==> config.mk <==
export PLATFORM = sky130hd
export DESIGN_NAME = bus_arbiter_flat
export DESIGN_NICKNAME = d
export VERILOG_FILES = /design/src/rtl/bus_pkg.sv /design/src/rtl/bus_arbiter_if.sv /design/src/rtl/rr_arb2.sv /design/src/rtl/bus_arbiter.sv /design/src/flat_wrapper.sv
export SDC_FILE = /design/constraint.sdc
export NUM_CORES = 1
export LEC_CHECK = 0
export BUFFER_PORTS_ARGS = -buffer_cell sky130_fd_sc_hd__buf_2
export CAP_MARGIN = 20
export CORE_MARGIN = 5
export CORE_UTILIZATION = 31
export CTS_CLUSTER_DIAMETER = 100
export DETAILED_ROUTE_END_ITERATION = 8
export HOLD_SLACK_MARGIN = 0.03
export PLACE_DENSITY_LB_ADDON = 0.3
export RECOVER_POWER = 50
export SETUP_SLACK_MARGIN = 0.02
export SKIP_LAST_GASP = 1
export SYNTH_ARGS = -nofsm -noshare
export SYNTH_HDL_FRONTEND = slang
export SYNTH_SLANG_ARGS = --single-unit
export TNS_END_PERCENT = 10
==> constraint.sdc <==
create_clock -name clk -period 5.5 [get_ports clk]
set_input_delay 1.1 -clock clk [delete_from_list [all_inputs] [get_ports clk]]
set_output_delay 1.1 -clock clk [all_outputs]
set_load 0.01 [all_outputs]
==> src/rtl/bus_pkg.sv <==
// Shared types and default sizing for the two-master bus arbiter.
//   state_t  : arbiter FSM states (IDLE -> BUSY -> DONE -> IDLE)
//   master_t : master identifier, M0 = CPU, M1 = DMA
//   DEF_*    : default parameter values used by bus_arbiter and its interface
package bus_pkg;

    typedef enum logic [1:0] {
        S_IDLE = 2'd0,
        S_BUSY = 2'd1,
        S_DONE = 2'd2
    } state_t;

    typedef enum logic {
        M0 = 1'b0,
        M1 = 1'b1
    } master_t;

    localparam int DEF_ADDR_W      = 32;
    localparam int DEF_DATA_W      = 32;
    localparam int DEF_TIMEOUT_CYC = 16;

endpackage

==> src/rtl/bus_arbiter_if.sv <==
// Signal bundle between two bus masters, the arbiter and the slave-side
// address decoder.
//   m0_* / m1_* : per-master request, direction, address, write data in;
//                 registered read data, done and err pulses out
//   bus_*       : strobes, registered address/write data to the decoder;
//                 muxed read data and ready back from the slaves
// Modports:
//   slave  : the arbiter's view (serves the masters, drives the bus)
//   master : the environment's view (masters plus slave model)
interface bus_arbiter_if #(
    parameter int ADDR_W = 32,
    parameter int DATA_W = 32
);
    logic              m0_req,   m1_req;
    logic              m0_we,    m1_we;
    logic [ADDR_W-1:0] m0_addr,  m1_addr;
    logic [DATA_W-1:0] m0_wdata, m1_wdata;
    logic [DATA_W-1:0] m0_rdata, m1_rdata;
    logic              m0_done,  m1_done;
    logic              m0_err,   m1_err;

    logic              bus_read;
    logic              bus_write;
    logic [ADDR_W-1:0] bus_addr;
    logic [DATA_W-1:0] bus_wdata;
    logic [DATA_W-1:0] bus_rdata;
    logic              bus_ready;

    modport slave (
        input  m0_req, m1_req, m0_we, m1_we, m0_addr, m1_addr,
               m0_wdata, m1_wdata, bus_rdata, bus_ready,
        output m0_rdata, m1_rdata, m0_done, m1_done, m0_err, m1_err,
               bus_read, bus_write, bus_addr, bus_wdata
    );

    modport master (
        output m0_req, m1_req, m0_we, m1_we, m0_addr, m1_addr,
               m0_wdata, m1_wdata, bus_rdata, bus_ready,
        input  m0_rdata, m1_rdata, m0_done, m1_done, m0_err, m1_err,
               bus_read, bus_write, bus_addr, bus_wdata
    );
endinterface

==> src/rtl/rr_arb2.sv <==
// Combinational two-way round-robin pick.
//   req        : [0] = M0 request, [1] = M1 request
//   last_grant : master granted most recently (pointer kept by the caller)
//   winner     : selected master; meaningless when req == 0
module rr_arb2
    import bus_pkg::*;
(
    input  logic [1:0] req,
    input  master_t    last_grant,
    output master_t    winner
);

    always_comb begin
        winner = M0;
        if (req[0] && req[1]) begin
            // Tie: whoever did not get the previous grant goes first.
            winner = (last_grant == M0) ? M1 : M0;
        end else if (req[1]) begin
            winner = M1;
        end
    end

endmodule

==> src/rtl/bus_arbiter.sv <==
// Two-master (CPU = m0, DMA = m1) single-outstanding bus arbiter.
// FSM IDLE -> BUSY -> DONE -> IDLE. In IDLE the winner's we/addr/wdata are
// latched into the bus registers; BUSY drives one strobe until bus_ready;
// DONE gives the winner a one-cycle done pulse.
// Ports:
//   clk   : clock, rising edge
//   reset : asynchronous, active-high
//   bif   : bus_arbiter_if.slave (master handshakes and decoder bus)
// Optional feature: define BUS_ARB_TIMEOUT_EN to bound BUSY to TIMEOUT_CYC
// cycles; on expiry the winner gets done+err and its rdata is cleared.
// Without the macro BUSY waits forever and err is tied low.
module bus_arbiter
    import bus_pkg::*;
#(
    parameter int ADDR_W      = DEF_ADDR_W,
    parameter int DATA_W      = DEF_DATA_W,
    parameter int TIMEOUT_CYC = DEF_TIMEOUT_CYC
) (
    input  logic          clk,
    input  logic          reset,
    bus_arbiter_if.slave  bif
);

    state_t            state_q,      state_d;
    master_t           last_grant_q, last_grant_d;
    master_t           win_q,        win_d;
    logic              we_q,         we_d;
    logic [ADDR_W-1:0] bus_addr_q,   bus_addr_d;
    logic [DATA_W-1:0] bus_wdata_q,  bus_wdata_d;
    logic [DATA_W-1:0] m0_rdata_q,   m0_rdata_d;
    logic [DATA_W-1:0] m1_rdata_q,   m1_rdata_d;
    master_t           pick;

`ifdef BUS_ARB_TIMEOUT_EN
    localparam int CNT_W = $clog2(TIMEOUT_CYC + 1);
    logic [CNT_W-1:0]  cnt_q, cnt_d;
    logic              err_q, err_d;
`endif

    rr_arb2 u_rr_arb2 (
        .req        ({bif.m1_req, bif.m0_req}),
        .last_grant (last_grant_q),
        .winner     (pick)
    );

    always_comb begin
        state_d      = state_q;
        last_grant_d = last_grant_q;
        win_d        = win_q;
        we_d         = we_q;
        bus_addr_d   = bus_addr_q;
        bus_wdata_d  = bus_wdata_q;
        m0_rdata_d   = m0_rdata_q;
        m1_rdata_d   = m1_rdata_q;
`ifdef BUS_ARB_TIMEOUT_EN
        cnt_d        = cnt_q;
        err_d        = 1'b0;
`endif
        case (state_q)
            S_IDLE: begin
                if (bif.m0_req || bif.m1_req) begin
                    win_d        = pick;
                    last_grant_d = pick;
                    we_d         = (pick == M1) ? bif.m1_we    : bif.m0_we;
                    bus_addr_d   = (pick == M1) ? bif.m1_addr  : bif.m0_addr;
                    bus_wdata_d  = (pick == M1) ? bif.m1_wdata : bif.m0_wdata;
                    state_d      = S_BUSY;
`ifdef BUS_ARB_TIMEOUT_EN
                    cnt_d        = '0;
`endif
                end
            end
            S_BUSY: begin
                if (bif.bus_ready) begin
                    // Writes leave the master's rdata register untouched.
                    if (!we_q) begin
                        if (win_q == M1) m1_rdata_d = bif.bus_rdata;
                        else             m0_rdata_d = bif.bus_rdata;
                    end
                    state_d = S_DONE;
                end
`ifdef BUS_ARB_TIMEOUT_EN
                // cnt_q counts BUSY cycles already spent; ready on the last
                // allowed cycle is taken above and wins over the timeout.
                else if (cnt_q == CNT_W'(TIMEOUT_CYC - 1)) begin
                    if (win_q == M1) m1_rdata_d = '0;
                    else             m0_rdata_d = '0;
                    err_d   = 1'b1;
                    state_d = S_DONE;
                end else begin
                    cnt_d = cnt_q + 1'b1;
                end
`endif
            end
            S_DONE: begin
                state_d = S_IDLE;
            end
            default: begin
                state_d = S_IDLE;
            end
        endcase
    end

    always_ff @(posedge clk or posedge reset) begin
        if (reset) begin
            state_q      <= S_IDLE;
            last_grant_q <= M1;  // so M0 takes the first tie
            win_q        <= M0;
            we_q         <= 1'b0;
            bus_addr_q   <= '0;
            bus_wdata_q  <= '0;
            m0_rdata_q   <= '0;
            m1_rdata_q   <= '0;
        end else begin
            state_q      <= state_d;
            last_grant_q <= last_grant_d;
            win_q        <= win_d;
            we_q         <= we_d;
            bus_addr_q   <= bus_addr_d;
            bus_wdata_q  <= bus_wdata_d;
            m0_rdata_q   <= m0_rdata_d;
            m1_rdata_q   <= m1_rdata_d;
        end
    end

`ifdef BUS_ARB_TIMEOUT_EN
    always_ff @(posedge clk or posedge reset) begin
        if (reset) begin
            cnt_q <= '0;
            err_q <= 1'b0;
        end else begin
            cnt_q <= cnt_d;
            err_q <= err_d;
        end
    end
`endif

    // Strobes and pulses decode straight from flops, so an asynchronous
    // reset drops them immediately.
    assign bif.bus_read  = (state_q == S_BUSY) && !we_q;
    assign bif.bus_write = (state_q == S_BUSY) &&  we_q;
    assign bif.bus_addr  = bus_addr_q;
    assign bif.bus_wdata = bus_wdata_q;
    assign bif.m0_rdata  = m0_rdata_q;
    assign bif.m1_rdata  = m1_rdata_q;
    assign bif.m0_done   = (state_q == S_DONE) && (win_q == M0);
    assign bif.m1_done   = (state_q == S_DONE) && (win_q == M1);
`ifdef BUS_ARB_TIMEOUT_EN
    assign bif.m0_err    = bif.m0_done && err_q;
    assign bif.m1_err    = bif.m1_done && err_q;
`else
    assign bif.m0_err    = 1'b0;
    assign bif.m1_err    = 1'b0;
`endif

endmodule
==> src/flat_wrapper.sv <==
// flat-port wrapper written by rule: the top's interface ports become plain ports
module bus_arbiter_flat import bus_pkg::*;
#(
    parameter int ADDR_W      = DEF_ADDR_W,
    parameter int DATA_W      = DEF_DATA_W,
    parameter int TIMEOUT_CYC = DEF_TIMEOUT_CYC
)
  (clk, reset, bif_m0_req, bif_m1_req, bif_m0_we, bif_m1_we, bif_m0_addr, bif_m1_addr, bif_m0_wdata, bif_m1_wdata, bif_bus_rdata, bif_bus_ready, bif_m0_rdata, bif_m1_rdata, bif_m0_done, bif_m1_done, bif_m0_err, bif_m1_err, bif_bus_read, bif_bus_write, bif_bus_addr, bif_bus_wdata);
  bus_arbiter_if #(.ADDR_W(ADDR_W), .DATA_W(DATA_W)) bif_i ();
  input  logic clk;
  input  logic reset;
  input wire logic [$bits(bif_i.m0_req)-1:0] bif_m0_req;
  input wire logic [$bits(bif_i.m1_req)-1:0] bif_m1_req;
  input wire logic [$bits(bif_i.m0_we)-1:0] bif_m0_we;
  input wire logic [$bits(bif_i.m1_we)-1:0] bif_m1_we;
  input wire logic [$bits(bif_i.m0_addr)-1:0] bif_m0_addr;
  input wire logic [$bits(bif_i.m1_addr)-1:0] bif_m1_addr;
  input wire logic [$bits(bif_i.m0_wdata)-1:0] bif_m0_wdata;
  input wire logic [$bits(bif_i.m1_wdata)-1:0] bif_m1_wdata;
  input wire logic [$bits(bif_i.bus_rdata)-1:0] bif_bus_rdata;
  input wire logic [$bits(bif_i.bus_ready)-1:0] bif_bus_ready;
  output wire logic [$bits(bif_i.m0_rdata)-1:0] bif_m0_rdata;
  output wire logic [$bits(bif_i.m1_rdata)-1:0] bif_m1_rdata;
  output wire logic [$bits(bif_i.m0_done)-1:0] bif_m0_done;
  output wire logic [$bits(bif_i.m1_done)-1:0] bif_m1_done;
  output wire logic [$bits(bif_i.m0_err)-1:0] bif_m0_err;
  output wire logic [$bits(bif_i.m1_err)-1:0] bif_m1_err;
  output wire logic [$bits(bif_i.bus_read)-1:0] bif_bus_read;
  output wire logic [$bits(bif_i.bus_write)-1:0] bif_bus_write;
  output wire logic [$bits(bif_i.bus_addr)-1:0] bif_bus_addr;
  output wire logic [$bits(bif_i.bus_wdata)-1:0] bif_bus_wdata;
  assign bif_i.m0_req = bif_m0_req;
  assign bif_i.m1_req = bif_m1_req;
  assign bif_i.m0_we = bif_m0_we;
  assign bif_i.m1_we = bif_m1_we;
  assign bif_i.m0_addr = bif_m0_addr;
  assign bif_i.m1_addr = bif_m1_addr;
  assign bif_i.m0_wdata = bif_m0_wdata;
  assign bif_i.m1_wdata = bif_m1_wdata;
  assign bif_i.bus_rdata = bif_bus_rdata;
  assign bif_i.bus_ready = bif_bus_ready;
  assign bif_m0_rdata = bif_i.m0_rdata;
  assign bif_m1_rdata = bif_i.m1_rdata;
  assign bif_m0_done = bif_i.m0_done;
  assign bif_m1_done = bif_i.m1_done;
  assign bif_m0_err = bif_i.m0_err;
  assign bif_m1_err = bif_i.m1_err;
  assign bif_bus_read = bif_i.bus_read;
  assign bif_bus_write = bif_i.bus_write;
  assign bif_bus_addr = bif_i.bus_addr;
  assign bif_bus_wdata = bif_i.bus_wdata;
  bus_arbiter #(.ADDR_W(ADDR_W), .DATA_W(DATA_W), .TIMEOUT_CYC(TIMEOUT_CYC)) u_core (.clk(clk), .reset(reset), .bif(bif_i));
endmodule
== Word level (Yosys, flattened, before mapping) ==
Cells that the tools add are included.

* Flip-flop bits (word level): 133
* Input port bits: 167
* Output and inout bits: 134
* Logic and storage cells: 35

* Equal/unequal tests: 4
* Muxes and demuxes: 9
* Bitwise gates (word level): 2
* Reductions and logical operators: 12

{| class="wikitable"
|+ Operators with widths
! operator !! count
|-
| 32-bit 2-to-1 mux || 2
|-
| 4-bit AND reduction || 2
|-
| 1-bit logical AND || 5
|-
| 1-bit 2-to-1 mux || 4
|-
| 2-bit 2-to-1 mux || 2
|-
| 2-bit one-hot mux with 2 select lines || 1
|-
| 2-bit AND reduction || 2
|-
| 2-bit by 1-bit == test with 1-bit output, second input constant || 1
|-
| 2-bit == test, second input constant || 1
|-
| 2-bit zero test || 1
|-
| 2-bit by 1-bit inequality test with 1-bit output, second input constant || 1
|-
| 2-bit inequality test, second input constant || 1
|-
| 1-bit inverter || 2
|-
| 1-bit zero test || 1
|-
| 1-bit logical OR || 1
|}

== Depth between registers and ports, before layout ==
Gate-level depths: netlist of the first run.

* Word-level depth: 3
* Depth in mapped cells: 5
* Depth with buffers taken out: 3

== Hierarchy ==
Synthesis of the first run repeated with hierarchy kept, for this count alone.

* Cells, all modules: 367
* Area total of the unflattened synthesis: 5774.3 um2

{| class="wikitable"
|+ By module, submodules not included
! module !! times used !! cells each !! area each (um2) !! seq. area each (um2)
|-
| bus_arbiter || 1 || 366 || 5763.0 || 3329.4
|-
| rr_arb2 || 1 || 1 || 11.3 || 0.0
|}

== Worst setup path after synthesis of the first run ==
No wires, ideal clock.

* Path type: input to register
* From: input port bif_m1_req
* To: register u_core.bus_wdata_q[10] (netlist: u_core.bif.bus_wdata[10])
* Setup time: 0.125 ns
* Arrival: 2.144 ns
* Data required time: 5.375 ns
* Path slack: 3.231 ns
* Stages: 5
* Path buffers: 2
* Cell sequence: a21bo_2 buf_6 buf_12 mux2_4 mux2_4

* Longest elaborated chain between the ends: 3
* Elaborated cells between the ends (all ways): 6
* Classes of those cells: mux (3); reduce/logical (3)

{| class="wikitable"
|+ RTL lines
! element !! line !! text
|-
| start: declaration || flat_wrapper.sv:13 || <nowiki>input wire logic [$bits(bif_i.m1_req)-1:0] bif_m1_req;</nowiki>
|-
| 1-bit 2-to-1 mux / 1-bit logical AND (equally long branches) || rr_arb2.sv:18, rr_arb2.sv:15 ||
|-
| 1-bit 2-to-1 mux || rr_arb2.sv:15 || <nowiki>if (req[0] && req[1]) begin</nowiki>
|-
| 32-bit 2-to-1 mux || bus_arbiter.sv:66 || <nowiki>bus_wdata_d = (pick == M1) ? bif.m1_wdata : bif.m0_wdata;</nowiki>
|-
| end signal: assignment || bus_arbiter.sv:120 || <nowiki>bus_wdata_q <= bus_wdata_d;</nowiki>
|-
| end: declaration || bus_arbiter.sv:29 || <nowiki>logic [DATA_W-1:0] bus_wdata_q, bus_wdata_d;</nowiki>
|}

Parallel ways exist; a longest one is shown, timed or not.
A chain may end at the register's enable or synchronous reset.

== Worst setup path in the final report of the first run ==
* From: input port bif_m1_req
* To: register u_core.bus_addr_q[14] (netlist: u_core.bif.bus_addr[14])

* Longest elaborated chain between the ends: 3
* Elaborated cells between the ends (all ways): 6
* Classes of those cells: mux (3); reduce/logical (3)

{| class="wikitable"
|+ RTL lines
! element !! line !! text
|-
| 1-bit 2-to-1 mux / 1-bit logical AND (equally long branches) || rr_arb2.sv:18, rr_arb2.sv:15 ||
|-
| 1-bit 2-to-1 mux || rr_arb2.sv:15 ||
|-
| 32-bit 2-to-1 mux || bus_arbiter.sv:65 || <nowiki>bus_addr_d = (pick == M1) ? bif.m1_addr : bif.m0_addr;</nowiki>
|-
| end signal: assignment || bus_arbiter.sv:119 || <nowiki>bus_addr_q <= bus_addr_d;</nowiki>
|-
| end: declaration || bus_arbiter.sv:28 || <nowiki>logic [ADDR_W-1:0] bus_addr_q, bus_addr_d;</nowiki>
|}

Parallel ways exist; a longest one is shown, timed or not.

==> metrics.yaml, run 1 <==
worst_setup_path:
  worstPathCellList: "clkbuf_1 > a21bo_4 > buf_4 > mux2_2 > mux2_2"
  crit_family: "buffers and inverters"
  rr_startpoint: "u_core.last_grant_q$_DFFE_PP1P_"
  crit_path_start_kind: "input port"
  criticalPathCategory: "in -> reg"
  crit_slowest_cell: "a21bo_4"
  reg2reg_slack_ns: 2.99
  worstPathRequired_ns: 5.79
  crit_arrival_ns: 3.11
  end_kind: "flop"
  r2r_end: "u_core.bif.bus_addr[14]$_DFFE_PP0P_"
  worstRegToRegCells: 4
  crit_top_cell: "mux2_2"
  max_stage_delay_ns: 0.60
  crit_buf_inv: 2
  cp_max_fo: 33
routing:
  drt-total-wl_um: 16100
  drcViolationCount: 0
  drt_iter0_drc: 91
  antenna_left: 0
  wl_per_cell_um: 17.0
  dr.pass1.iters: 4
  vias: 4175
  routed_via_density: 4.41
layout:
  seqCellArea_sq_um: 3330
  design_area_sq_um: 8380
  multi_input_area_sq_um: 2710
  layout.nets: 836
  postLayoutCoreUtil_pct: 42.6
  fillers: 1953
  final_cells: 947
  drive_above_1_share_pct: 57.4
  syn_to_final_growth_pct: 34.4
floorplan:
  ios: 301
  die_area_sq_um: 23000
  rows: 51
  start_util_pct: 31.7
  die_y_um: 152
  die_w_um: 152
  core_region_area_sq_um: 19700
yosys:
  yosysMostFrequentCell: "dfrtp_1"
  synth_warnings: 0
  synth-edff-count: 0
  yosys.cell_types.count: 24
  yosys-mux-area-fraction_pct: 41.3
  ys_ff_latch: 133
  yosys.area_share.simple_pct: 1.32
  syn_area_sq_um: 6230
  synth_top_family_by_area: "multiplexers"
  synth_xor_area_share_pct: 0
  yosys.area.top_type: "dfrtp_1"
  synth-adder-area-share_pct: 0
  synth_flop_cell: "dfrtp_1"
  yosysTopAreaCellShare_pct: 53.0
  syn_area_per_cell_sq_um: 16.9
  synth_common_cells: "dfrtp_1, mux2_4, mux2_2, mux2_1, buf_2"
  synthArstFlopShare_pct: 100
  syn_inst: 368
  synthTopCellsByArea: "dfrtp_1, mux2_4, mux2_2"
  synth_compound_area_share_pct: 0.401
  ys_seq_area_share_pct: 53.4
clock_tree:
  clock_sinks: 133
  cts_buffers: 17
  cts_tree: "built"
  clock_latency_ns: 0.41
  cts_setup_buffers: 0
  htree_levels: 4
  cts_resized: 0
  clk_pin_slew_ns: 0.06
  clock_path_buffers: 2
  cts-root-buf: "clkbuf_16"
  cts_hold_buf: 0
sta:
  rsz0062_at_grt: "no"
  finalCritPeriodShare_pct: 51.3
  worst_pin_slew_ns: 0.878
  hold_violations: 0
  fin_worst_skew_ns: 0.00717
  tns_ns: 0
  relSlewSlack_pct: 41.4
  fmax_mhz: 355
  drv_slew: 0
  min_period_ns: 2.82
  setup_violations: 0
  worst_slack_ns: 2.68
power_and_ir_drop:
  ir_worst_vdd_v: 0.000207
  powerDensity_nw_per_um2: 571
  power.leakage_nw: 4.04
placement:
  portBuffers: 298
  preCtsSetupSlack_ns: 2.21
  dp.cells: 915
  hpwl_um: 12100
  place_congestion: 0.807
  place_area_sq_um: 7910
hold_path:
  min-delay-start: "u_core.bif.m1_rdata[9]$_DFFE_PP0P_"
  hp-class: "reg -> reg"
  whs_endpoint: "u_core.bif.m1_rdata[9]$_DFFE_PP0P_"
  min_path_cells: 1
job:
  cap_violations: 0
global_routing:
  antenna_found_initial: 2
  grt.overflow.total: 0
  grt.total_usage_pct: 13.8
  grt_first_pass_wirelength_um: 25800
  grt_pass1_vias: 4831
  grt_max_degree: 89
outcome:
  status: "finished clean"
[worst max path at each step]
stage,from,end,slack [ns],cells past startpoint
global placement,bif_m1_req,u_core.bif.bus_addr[19]$_DFFE_PP0P_,2.31,5
finish,bif_m1_req,u_core.bif.bus_addr[14]$_DFFE_PP0P_,2.68,5
detailed placement,bif_m1_req,u_core.bif.bus_addr[14]$_DFFE_PP0P_,2.21,5
floorplan,reset,u_core.bif.bus_addr[0]$_DFFE_PP0P_,0.85,1
CTS,bif_m1_req,u_core.bif.bus_addr[23]$_DFFE_PP0P_,2.65,5
global route,bif_m1_req,u_core.bif.bus_addr[14]$_DFFE_PP0P_,2.60,5
[power by group]
group          leakage, nW  switching (mW)  internal [mW]
Clock                0.296           0.442          0.717
Sequential            1.58           0.297           1.48
Combinational         2.16           0.870          0.976
Total                 4.04            1.61           3.18
[layout by cell type, fill, tap and decap left out]
master      count
a21bo_4         1
a21boi_0        1
and3b_1         1
buf_2         186
buf_4           5
bufinv_16       3
clkbuf_1      112
clkbuf_16      17
clkinv_2        3
clkinv_4        3
clkinvlp_4      1
conb_1          2
dfrtp_1       132
dfstp_2         1
diode_2         1
inv_1           2
inv_6           4
inv_8           1
mux2_1         32
mux2_2         64
mux2_4         98
mux2i_1         2
nand2b_1        1
nand3_2         1
nor2_1          3
nor3_4          1
nor3b_1         1
nor3b_2         1
nor4_4          1
o21bai_1        1
[cell type report]
| cell class | instances | share of cell area (%) |
|---|---|---|
| inverter | 3 | 0.194 |
| timing repair buffer | 303 | 16.6 |
| clock inverter | 14 | 2.11 |
| multi-input combinational | 211 | 32.3 |
| antenna | 1 | 0.0299 |
| sequential | 133 | 39.8 |
| clock buffer | 17 | 5.08 |
| tap | 265 | 3.96 |
[per-layer routing]
metal,vias up,routed length (um),track usage (%)
li1,1916,-,-
met1,2014,6560,15.8
met3,25,1590,5.99
met2,218,7600,22.9
met4,2,333,5.48
met5,-,7,0
[cell families after synthesis]
logic type / Yosys count
compound gates: 3
buf+inv: 25
flops: 133
mux: 196
other cells: 1
simple gates: 10
[flip-flops by register name (all words and copies together) (netlist names)]
register	flops
u_core.bif.bus_wdata	32
u_core.bif.bus_addr	32
u_core.state_q	2
u_core.bif.m0_rdata	32
u_core.we_q	1
u_core.win_q	1
u_core.last_grant_q	1
u_core.bif.m1_rdata	32
[per-stage QoR]
| step | hold WS, ns | total power [mW] |
|---|---|---|
| after detailed placement | 0.476 | 3.78 |
| final | 0.491 | 4.79 |
| after global placement | 0.468 | 3.72 |
| after floorplan | 0.529 | 3.01 |
| after CTS | 0.490 | 4.97 |
| after global routing | 0.515 | 5.09 |
Power figures use the tool's default switching activity.
==> inputs of run 2 (changes only) <==
==> constraint.sdc (replaced) <==
create_clock -name clk -period 2.6 [get_ports clk]
set_input_delay 0.52 -clock clk [delete_from_list [all_inputs] [get_ports clk]]
set_output_delay 0.52 -clock clk [all_outputs]
set_load 0.01 [all_outputs]
==> run 2 against run 1 <==
Against the previous run:
- via count rose by 1.4%
- critical endpoint is now u_core.bif.m1_rdata[24]$_DFFE_PP0P_
- setup slack worse by 2.0 ns
- clock power is 110% higher
- global-route usage increased by 0.42 points
- combinational power is 120% higher
- clock skew up 0.0041 ns
- sequential power increased by 110%
- routed wire length grew 1.0%
- register-to-register slack got worse by 2.3 ns
- first-iteration DRC count is 12% higher
==> metrics.yaml, run 2 (synthesis results as in run 1) <==
floorplan:
  die_w_um: 152
  start_util_pct: 31.7
  rows: 51
  die_y_um: 152
  ios: 301
  die_area_sq_um: 23000
  core_region_area_sq_um: 19700
sta:
  worst_pin_slew_ns: 1.48
  drv_slew: 0
  rsz0062_at_grt: "no"
  min_period_ns: 1.90
  setup_violations: 0
  hold_violations: 0
  relSlewSlack_pct: 1.12
  finalCritPeriodShare_pct: 73.0
  tns_ns: 0
  fin_worst_skew_ns: 0.0113
  fmax_mhz: 527
  worst_slack_ns: 0.701
layout:
  multi_input_area_sq_um: 2710
  seqCellArea_sq_um: 3330
  final_cells: 951
  drive_above_1_share_pct: 64.6
  layout.nets: 839
  syn_to_final_growth_pct: 36.7
  final_cell_mix: "buf_2, dfrtp_1, mux2_4"
  fillers: 1894
  mostFrequentLayoutCell: "buf_2"
  design_area_sq_um: 8520
worst_setup_path:
  end_kind: "flop"
  max_stage_delay_ns: 0.44
  crit_family: "simple AND/OR/NAND/NOR gates"
  cp_max_fo: 19
  crit_buf_inv: 1
  crit_slowest_cell: "dfrtp_1"
  criticalPathCategory: "reg -> reg"
  worstPathRequired_ns: 2.88
  crit_path_start_kind: "flop"
  worstPathCellList: "nor3b_2 > nand3_2 > buf_12 > mux2_1"
  reg2reg_slack_ns: 0.70
  crit_arrival_ns: 2.18
global_routing:
  grt.overflow.total: 0
  grt.total_usage_pct: 14.2
  gr-usage-met1_pct: 15.7
  busiest_layer: "met2"
  use_met3_pct: 5.82
  grt_first_pass_wirelength_um: 26500
  grt_max_degree: 76
  grt_pass1_vias: 4998
  gr-usage-met2_pct: 24.4
  antenna_found_initial: 2
routing:
  dr.pass1.iters: 4
  wl_per_cell_um: 17.1
  drt-total-wl_um: 16300
  vias: 4233
  drt_iter0_drc: 102
  drcViolationCount: 0
  antenna_left: 0
  routed_via_density: 4.45
placement:
  dp.cells: 918
  preCtsSetupSlack_ns: 0.659
  place_congestion: 0.812
  portBuffers: 298
  place_area_sq_um: 8000
  hpwl_um: 12600
clock_tree:
  cts_hold_buf: 0
  cts_setup_buffers: 0
  cts-root-buf: "clkbuf_16"
  cts_tree: "built"
  clock_latency_ns: 0.41
  htree_levels: 4
  clock_sinks: 133
  cts_resized: 0
  cts_buffers: 17
  clock_path_buffers: 2
  clk_pin_slew_ns: 0.06
power_and_ir_drop:
  fin_total_pwr_mw: 10.3
  comb_power_share_pct: 39.6
  power_frac_clock_pct: 24.1
  ir_worst_vdd_v: 0.000457
  power_switching_mw: 3.41
  p_int_mw: 6.89
  power.leakage_nw: 4.21
  switching_share_pct: 33.1
  pwr-share-seq_pct: 36.3
  powerDensity_nw_per_um2: 1210
outcome:
  status: "finished clean"
job:
  cap_violations: 0
hold_path:
  hp-class: "in -> async"
run 2: cell type report:
type / instances / area share [%]
well taps: 265 / 3.89
multi-input cells: 211 / 31.7
inverters: 3 / 0.147
diodes: 2 / 0.0587
repair buffers: 306 / 17.9
clock buffers: 18 / 5.15
flip-flops and latches: 133 / 39.1
clock inverters: 13 / 2.03
run 2: worst paths after layout:
kind / cells after the start / start / end
max: 4 / u_core.state_q[1]$_DFFE_PP0P_ / u_core.bif.m1_rdata[24]$_DFFE_PP0P_
min: 3 / reset / u_core.bif.m1_rdata[3]$_DFFE_PP0P_
max reg2reg: 4 / u_core.state_q[1]$_DFFE_PP0P_ / u_core.bif.m1_rdata[24]$_DFFE_PP0P_
max in group asynchronous: 3 / reset / u_core.bif.bus_wdata[12]$_DFFE_PP0P_
min in group clk: 2 / bif_bus_rdata[3] / u_core.bif.m1_rdata[3]$_DFFE_PP0P_
min reg2reg: 1 / u_core.bif.m1_rdata[15]$_DFFE_PP0P_ / u_core.bif.m1_rdata[15]$_DFFE_PP0P_
run 2: per-layer routing:
metal  wire length [um]  vias up
met4                384        0
met1               6230     2073
met2               8190      217
li1                   -     1915
met3               1450       28
met5                  0        -
run 2: power by group through the flow:
stage / Clock, mW / Sequential, mW / Combinational (mW)
after floorplan: 0 / 4.17 / 2.19
final: 2.48 / 3.74 / 4.08
after global placement: 0 / 3.72 / 4.20
after detailed placement: 0 / 3.75 / 4.31
after CTS: 2.57 / 3.75 / 4.30
after global routing: 2.66 / 3.89 / 4.41
run 2: worst register-to-register path: stages (launching register included):
cell and delay, ns:
dfrtp_1 0.44, nor3b_2 0.27, nand3_2 0.41, buf_12 0.33, mux2_1 0.33
run 2: metrics by stage:
step | util (%) | hold WS [ns]
after global placement | 40.7 | 0.468
after CTS | 43.8 | 0.237
after global routing | 43.4 | 0.293
after floorplan | - | 0.529
after detailed placement | 40.7 | 0.475
final | 43.4 | 0.246
==> inputs of run 3 (changes only) <==
==> constraint.sdc (replaced) <==
create_clock -name clk -period 1.6 [get_ports clk]
set_input_delay 0.32 -clock clk [delete_from_list [all_inputs] [get_ports clk]]
set_output_delay 0.32 -clock clk [all_outputs]
set_load 0.01 [all_outputs]
==> run 3 against run 2 <==
Against the previous run:
- the run now ends with setup timing left
- highest routed layer unchanged
- non-clock buffer count increased by 29
- via count up 1.9%
- combinational power up 77%
- setup slack worse by 0.81 ns
- cell count increased by 2.9%
- flip-flop and latch count is the same
- first-iteration DRC count grew 7.8%
- critical path depth grew 1
- largest cell class unchanged
- register-to-register slack got worse by 0.81 ns
==> metrics.yaml, run 3 (synthesis results as in run 1) <==
outcome:
  status: "finished, violations left"
  violations: "setup timing"
routing:
  drcViolationCount: 0
  routed_via_density: 4.40
  wl_per_cell_um: 17.4
  vias: 4312
  antenna_left: 0
  drt_iter0_drc: 110
  dr.pass1.iters: 4
  drt-total-wl_um: 17000
layout:
  layout.nets: 868
  design_area_sq_um: 8940
  num_antenna_cells: 0
  syn_to_final_growth_pct: 43.5
  mostFrequentLayoutCell: "buf_2"
  drive_above_1_share_pct: 70.9
  postLayoutCoreUtil_pct: 45.5
  fillers: 1875
  final_cell_mix: "buf_2, dfrtp_1, mux2_4"
  final_cells: 979
clock_tree:
  cts_buffers: 17
  clock_latency_ns: 0.42
  clk_pin_slew_ns: 0.06
  cts_tree: "built"
  clock_path_buffers: 2
  htree_levels: 4
  clock_sinks: 133
  cts-root-buf: "clkbuf_16"
floorplan:
  ios: 301
  core_region_area_sq_um: 19700
  die_w_um: 152
  rows: 51
  die_y_um: 152
  die_area_sq_um: 23000
  start_util_pct: 31.7
worst_setup_path:
  crit_top_cell: "mux2_4"
  crit_path_start_kind: "flop"
  crit_arrival_ns: 2.00
  max_stage_delay_ns: 0.54
  critPathLaunch: "u_core.last_grant_q$_DFFE_PP1P_"
  crit_buf_inv: 2
  cp_max_fo: 8
  worstPathCellList: "a21bo_4 > buf_12 > clkbuf_16 > mux2_4 > mux2_4"
  criticalPathCategory: "reg -> reg"
  rr_startpoint: "u_core.last_grant_q$_DFFE_PP1P_"
  end_kind: "flop"
  worstPathRequired_ns: 1.90
  crit_family: "multiplexers"
  crit_slowest_cell: "dfstp_2"
placement:
  place_area_sq_um: 8220
  portBuffers: 298
  hpwl_um: 13100
  dp.cells: 936
  place_congestion: 0.823
  preCtsSetupSlack_ns: -0.122
power_and_ir_drop:
  powerDensity_nw_per_um2: 1950
  ir_worst_vdd_v: 0.000713
  power.leakage_nw: 4.51
global_routing:
  gr-usage-met1_pct: 16.5
  grt_max_degree: 35
  gr-usage-met2_pct: 24.6
  grt.total_usage_pct: 14.2
  use_met3_pct: 5.14
  grt.overflow.total: 0
  grt_pass1_vias: 5074
  busiest_layer: "met2"
  grt_first_pass_wirelength_um: 26700
  antenna_found_initial: 0
sta:
  tns_ns: -4.23
  finalCritPeriodShare_pct: 107
  fmax_mhz: 587
  min_period_ns: 1.70
  drv_slew: 0
  worst_pin_slew_ns: 0.575
  setup_violations: 64
  fin_worst_skew_ns: 0.0225
  hold_violations: 0
  rsz0062_at_grt: "yes"
  worst_slack_ns: -0.105
  relSlewSlack_pct: 61.7
job:
  cap_violations: 0
hold_path:
  hp-class: "in -> reg"
  min-delay-start: "bif_bus_rdata[3]"
## run 3: worst paths after layout
path                                                       endpoint  slack, ns  cells past startpoint
worst max-delay path            u_core.bif.bus_wdata[9]$_DFFE_PP0P_      -0.10                      5
worst min-delay path             u_core.bif.m1_rdata[3]$_DFFE_PP0P_       0.14                      2
worst max register to register  u_core.bif.bus_wdata[9]$_DFFE_PP0P_      -0.10                      5
worst min register to register   u_core.bif.m1_rdata[0]$_DFFE_PP0P_       0.49                      1
max in group asynchronous        u_core.bif.m0_rdata[0]$_DFFE_PP0P_       0.24                      4
min in group asynchronous       u_core.bif.m1_rdata[12]$_DFFE_PP0P_       0.47                      3
## run 3: layer usage
metal,vias up,routed length (um)
li1,1981,-
met1,2094,6860
met2,215,8560
met3,22,1340
met4,0,274
met5,-,0
## run 3: final cells by class
| class | instances | area, sq um | share of cell area [%] |
|---|---|---|---|
| inverter | 3 | 15.0 | 0.168 |
| sequential | 133 | 3330 | 37.3 |
| clock buffer | 18 | 429 | 4.80 |
| timing repair buffer | 335 | 1910 | 21.4 |
| tap | 265 | 332 | 3.71 |
| multi-input combinational | 211 | 2740 | 30.6 |
| clock inverter | 14 | 185 | 2.07 |
## run 3: power breakdown
group	internal (mW)	total [mW]	switching, mW
clock network	2.50	4.07	1.57
logic	4.08	7.23	3.15
registers	5.10	6.10	0.999
## run 3: through the flow
| stage | power [mW] | hold WS (ns) |
|---|---|---|
| after CTS | 17.5 | 0.113 |
| after global routing | 18.4 | 0.122 |
| after detailed placement | 13.3 | 0.431 |
| final | 17.4 | 0.141 |
| after global placement | 13.1 | 0.440 |
| after floorplan | 10.3 | 0.420 |
## run 3: timing repair
action                                  CTS  global route
hold buffers                              1             0
resized for setup                         2            21
endpoints found under the hold margin     8             0
gates cloned                              0             4
pin swaps                                 0             1
endpoints found under the setup margin   99            76
setup buffers                             1             5
